===== src/rtl/multicycle_ctrl.sv =====
// Multicycle control FSM for a MIPS-subset datapath: FETCH/DECODE/EXEC/MEM/WB sequencing
// with a variable-latency memory handshake. Optional perf counters: define MC_PERF_CNT_EN.
module multicycle_ctrl #(
  parameter int OPW  = 6,
  parameter int CNTW = 32
) (
  input  logic           clk,
  input  logic           reset,
  input  logic           start,
  input  logic [OPW-1:0] opcode,
  input  logic [OPW-1:0] funct,
  input  logic           mem_ready,
  input  logic           zero,
  output logic           pc_write,
  output logic [1:0]     pc_src,
  output logic           ir_write,
  output logic           mem_read,
  output logic           mem_write,
  output logic           iord,
  output logic           alu_src,
  output logic           ext_sel,
  output logic [2:0]     alu_op,
  output logic           reg_dst,
  output logic           mem_to_reg,
  output logic           reg_write,
  output logic           halted,
  output logic           illegal
`ifdef MC_PERF_CNT_EN
  ,
  output logic [CNTW-1:0] cyc_cnt,
  output logic [CNTW-1:0] instr_cnt
`endif
);

  // state  | meaning
  // IDLE   | waiting for start, all outputs low
  // FETCH  | instruction read at PC, held until mem_ready
  // DECODE | opcode/funct latched, illegal opcodes trap to HALT
  // EXEC   | ALU operation, branch/jump resolution
  // MEM    | data read (lw) or write (sw), held until mem_ready
  // WB     | register file write
  // HALT   | absorbing until reset
  typedef enum logic [2:0] {
    IDLE   = 3'd0,
    FETCH  = 3'd1,
    DECODE = 3'd2,
    EXEC   = 3'd3,
    MEM    = 3'd4,
    WB     = 3'd5,
    HALT   = 3'd6
  } state_t;

  localparam logic [OPW-1:0] OP_R    = OPW'(6'b000000);
  localparam logic [OPW-1:0] OP_ADDI = OPW'(6'b001000);
  localparam logic [OPW-1:0] OP_ANDI = OPW'(6'b001100);
  localparam logic [OPW-1:0] OP_ORI  = OPW'(6'b001101);
  localparam logic [OPW-1:0] OP_LW   = OPW'(6'b100011);
  localparam logic [OPW-1:0] OP_SW   = OPW'(6'b101011);
  localparam logic [OPW-1:0] OP_BEQ  = OPW'(6'b000100);
  localparam logic [OPW-1:0] OP_J    = OPW'(6'b000010);
  localparam logic [OPW-1:0] OP_HALT = OPW'(6'b111111);

  state_t         state;
  logic [OPW-1:0] op_q;
  logic [OPW-1:0] funct_q;

  function automatic logic is_legal(input logic [OPW-1:0] op);
    case (op)
      OP_R, OP_ADDI, OP_ANDI, OP_ORI, OP_LW, OP_SW, OP_BEQ, OP_J, OP_HALT: is_legal = 1'b1;
      default: is_legal = 1'b0;
    endcase
  endfunction

  // funct is consumed by the downstream ALU control; the latched copy is kept for debug probing
  logic funct_q_unused;
  assign funct_q_unused = ^funct_q;

  always_ff @(posedge clk) begin
    if (reset) begin
      state   <= IDLE;
      op_q    <= '0;
      funct_q <= '0;
      illegal <= 1'b0;
    end else begin
      case (state)
        IDLE:   if (start) state <= FETCH;
        FETCH:  if (mem_ready) state <= DECODE;
        DECODE: begin
          op_q    <= opcode;
          funct_q <= funct;
          if (is_legal(opcode)) begin
            state <= EXEC;
          end else begin
            state   <= HALT;
            illegal <= 1'b1;
          end
        end
        EXEC: begin
          case (op_q)
            OP_R, OP_ADDI, OP_ANDI, OP_ORI: state <= WB;
            OP_LW, OP_SW:                   state <= MEM;
            OP_BEQ, OP_J:                   state <= FETCH;
            default:                        state <= HALT;
          endcase
        end
        MEM:    if (mem_ready) state <= (op_q == OP_LW) ? WB : FETCH;
        WB:     state <= FETCH;
        HALT:   state <= HALT;
        default: state <= IDLE;
      endcase
    end
  end

  always_comb begin
    pc_write   = 1'b0;
    pc_src     = 2'd0;
    ir_write   = 1'b0;
    mem_read   = 1'b0;
    mem_write  = 1'b0;
    iord       = 1'b0;
    alu_src    = 1'b0;
    ext_sel    = 1'b0;
    alu_op     = 3'd0;
    reg_dst    = 1'b0;
    mem_to_reg = 1'b0;
    reg_write  = 1'b0;
    halted     = (state == HALT);
    case (state)
      FETCH: begin
        mem_read = 1'b1;
        if (mem_ready) begin
          ir_write = 1'b1;
          pc_write = 1'b1;
        end
      end
      EXEC: begin
        case (op_q)
          OP_R:    begin alu_op = 3'd4; reg_dst = 1'b1; end
          OP_ADDI: begin alu_src = 1'b1; alu_op = 3'd0; end
          OP_ANDI: begin alu_src = 1'b1; alu_op = 3'd2; end
          OP_ORI:  begin alu_src = 1'b1; alu_op = 3'd3; end
          OP_LW, OP_SW: begin alu_src = 1'b1; alu_op = 3'd0; end
          OP_BEQ:  begin alu_op = 3'd1; pc_write = zero; pc_src = 2'd1; end
          OP_J:    begin pc_write = 1'b1; pc_src = 2'd2; end
          default: ;
        endcase
      end
      MEM: begin
        iord      = 1'b1;
        mem_read  = (op_q == OP_LW);
        mem_write = (op_q == OP_SW);
      end
      WB: begin
        reg_write  = 1'b1;
        mem_to_reg = (op_q == OP_LW);
        reg_dst    = (op_q == OP_R);
      end
      default: ;
    endcase
    // sign extension only matters for ops that use the immediate arithmetically
    if (state == EXEC || state == MEM || state == WB)
      ext_sel = (op_q == OP_ADDI) || (op_q == OP_LW) || (op_q == OP_SW) || (op_q == OP_BEQ);
  end

`ifdef MC_PERF_CNT_EN
  always_ff @(posedge clk) begin
    if (reset) begin
      cyc_cnt   <= '0;
      instr_cnt <= '0;
    end else begin
      if (state != IDLE && state != HALT) cyc_cnt <= cyc_cnt + CNTW'(1);
      if (state == DECODE && is_legal(opcode)) instr_cnt <= instr_cnt + CNTW'(1);
    end
  end
`endif

endmodule


===== config.mk =====
export PLATFORM = sky130hd
export DESIGN_NAME = multicycle_ctrl
export DESIGN_NICKNAME = d
export VERILOG_FILES = /design/src/rtl/multicycle_ctrl.sv
export SDC_FILE = /design/constraint.sdc
export NUM_CORES = 1
export LEC_CHECK = 0
export CAP_MARGIN = 40
export CORE_MARGIN = 2
export CORE_UTILIZATION = 50
export DETAILED_ROUTE_END_ITERATION = 10
export DONT_BUFFER_PORTS = 1
export GPL_TIMING_DRIVEN = 0
export SLEW_MARGIN = 20
export SYNTH_ARGS = -nofsm -noshare
export SYNTH_HDL_FRONTEND = slang
export SYNTH_SLANG_ARGS = --single-unit

===== constraint.sdc =====
create_clock -name clk -period 3.8 [get_ports clk]
set_clock_uncertainty 0.05 [all_clocks]
set_input_delay 0.95 -clock clk [delete_from_list [all_inputs] [get_ports clk]]
set_output_delay 0.95 -clock clk [all_outputs]
set_load 0.03 [all_outputs]

==> results.ini <==
[timing]
maxSlewViolCount = 0
hold_viol = 0
slew_headroom_pct = 40.9
min_period_over_period_pct = 81.6
setup_viol = 0
post-route-min-period_ps = 3100
timing.hold.ws_ps = 571
worst_pin_slew_ps = 879
grt_setup_unrepaired = false
max_clock_freq_ghz = 0.323
setup_tns_ps = 0
fin_ws_ps = 699

[worst_setup_path]
r2r_end = state[2]
cp_num_buf_inv = 1
critPathMaxStageDelay_ps = 510
crit-reg2reg-launch = op_q[1]
cp_max_fo = 10
r2r_slack_ps = 2220
crit_path_frequent_cell = nor2_1
arrival_ps = 2100
cp-startpoint = state[1]
cpLargestDelayFamily = simple AND/OR/NAND/NOR gates
worstPathRequired_ps = 2800
r2r_cells = 5
crit_chain = clkbuf_1 > nand2b_1 > nor2_1 > nand2_1 > nor2_1
critPathLaunchType = flop
crit_slowest_cell = nor2_1
critPathKind = flop to output pin
critPathCaptureType = output pin

[power]
finalPower_uw = 296
leakage_uw = 0.000342
peakVddDrop_uv = 249
power_density_nw_per_um2 = 327

[clocking]
clockBufferDepth = 2
cts_resized = 0
postCtsSetupBuffers = 0
clk_pin_slew_ps = 70
insertion_delay_ps = 260
cts_buffers = 3
cts_tree = done
cts.root.buffer_cell = clkbuf_4
htreeDepth = 1
cts_sinks = 10
ctsHoldBuffers = 0

[place]
place_area_um2 = 883
pre_cts_ws_ps = 978
dp_hpwl_mm = 1.51
gp_congestion = 0.776
portBuffers = 0

[detailed_routing]
drc_errors = 0
drt_first_iter_violations = 13
drtAntennaViolNets = 0
wl_per_cell_um = 15.0
vias_per_cell = 6.30
routed_wl_mm = 1.96
vias = 825
drt_first_pass_iters = 4

[worst_hold_path]
hp-class = flop to flop
min_to = op_q[5]
hold-path-cell-count = 2
hold_start = op_q[5]

[finish]
num-fill-cells = 163
num_antenna_cells = 0
area_delta_synth_final_pct = 6.94
multi_input_area_um2 = 596
stdcell_area_um2 = 906
ff_latch_area_um2 = 200
drive_above_1_share_pct = 20.0
final_net_count = 134

[logic_synthesis]
yosys_most_used_dff = dfxtp_1
synth_top_area_cell = dfxtp_1
seq_area_frac_synth_pct = 23.6
synth_area_um2 = 847
synth-edff-count = 0
syn_avg_cell_area_um2 = 7.70
synth_nets = 127
yosysWarnings = 0
syn-instance-count = 110
synthTopCellsByArea = dfxtp_1, nor2_1, mux2i_1
ys_seq_elements = 10
synth_cell_types = 45
yosys.area.top_type_share_pct = 23.6
synth-async-reset-ratio_pct = 0

[floorplanning]
rows = 14
initial_core_util_pct = 55.0
die_y_um = 45.2
die_w_um = 45.2
coreArea_um2 = 1540
die-area_um2 = 2040
io_pins = 34

[global_route]
grt_max_degree = 11
grt_pass1_vias = 752
grt_first_pass_wirelength_mm = 3.16
antenna_found_initial = 0
grt_usage_pct = 21.0
grt_overflow_total = 0

[run_status]
outcome = finished clean

[run]
cap_violations = 0

## power by group
| group | leakage (uW) | switching, uW | internal (uW) |
|---|---|---|---|
| clock | 0.0000138 | 33.6 | 36.4 |
| combinational | 0.000247 | 63.0 | 39.8 |
| sequential | 0.0000813 | 9.88 | 113 |
## cell usage in the layout, fill, tap and decap left out, drive strengths merged, types with 2 or more instances in the layout
cell type | synthesis | final
nor2 | 19 | 19
dfxtp | 10 | 10
a21oi | 7 | 7
clkbuf | 4 | 7
nand2 | 6 | 6
o21ai | 6 | 6
mux2i | 6 | 6
buf | 3 | 5
nor3 | 4 | 4
a31oi | 4 | 4
nand3 | 3 | 3
nor2b | 3 | 3
or3 | 3 | 3
nand2b | 2 | 2
inv | 2 | 2
o31ai | 2 | 2
and3 | 2 | 2
nand4b | 2 | 2
o21ba | 2 | 2
nor4 | 2 | 2
or4 | 2 | 2
## through the flow
stage	util, %	std cells
6_report	58.8	131
5_1_grt	58.8	131
4_1_cts	58.8	131
3_5_place_dp	57.3	128
3_3_place_gp	56.3	126
2_1_floorplan	-	110
## kinds of logic after synthesis
family,count (synthesis),synth area share [%]
simple gates,56,37.1
compound gates,29,25.4
flops,10,23.6
buf+inv,9,6.80
mux,6,7.09
## worst max path at each step
stage,depth (start not counted),to
after floorplan,4,mem_to_reg
after global placement,4,mem_to_reg
after detailed placement,5,mem_write
after CTS,5,mem_write
after global routing,5,alu_op[0]
final,5,mem_write
## synth_stat cells, drive strengths merged (2+ instances only)
cell / n
a21oi: 7
a31oi: 4
and3: 2
buf: 3
clkbuf: 4
dfxtp: 10
inv: 2
mux2i: 6
nand2: 6
nand2b: 2
nand3: 3
nand4b: 2
nor2: 19
nor2b: 3
nor3: 4
nor4: 2
o21ai: 6
o21ba: 2
o31ai: 2
or3: 3
or4: 2
## layout make-up
class                   count  area share (%)
plain buffers               7            5.52
clock buffers               3            2.49
inverters                   2           0.829
multi-input cells          91            65.7
flip-flops and latches     10            22.1
well taps                  16            2.21
repair buffers              2            1.10
## routing by layer
| layer | wire [um] | vias up | global-route usage (%) |
|---|---|---|---|
| met4 | 0 | 0 | 7.06 |
| met2 | 893 | 25 | 33.7 |
| met1 | 939 | 384 | 27.4 |
| met5 | 0 | - | 0 |
| met3 | 128 | 0 | 5.20 |
| li1 | - | 416 | - |
## worst register-to-register path: stages (launching register included)
cell and delay (ps):
dfxtp_1 320, buf_2 200, nand3_1 150, or3_4 390
nor3b_2 270, o31a_1 170
## registers in the layout, summed over array words and instances, names as in the netlist
name and count:
op_q 6, illegal 1, state 3
No activity file was read; power rests on OpenSTA's default activity.
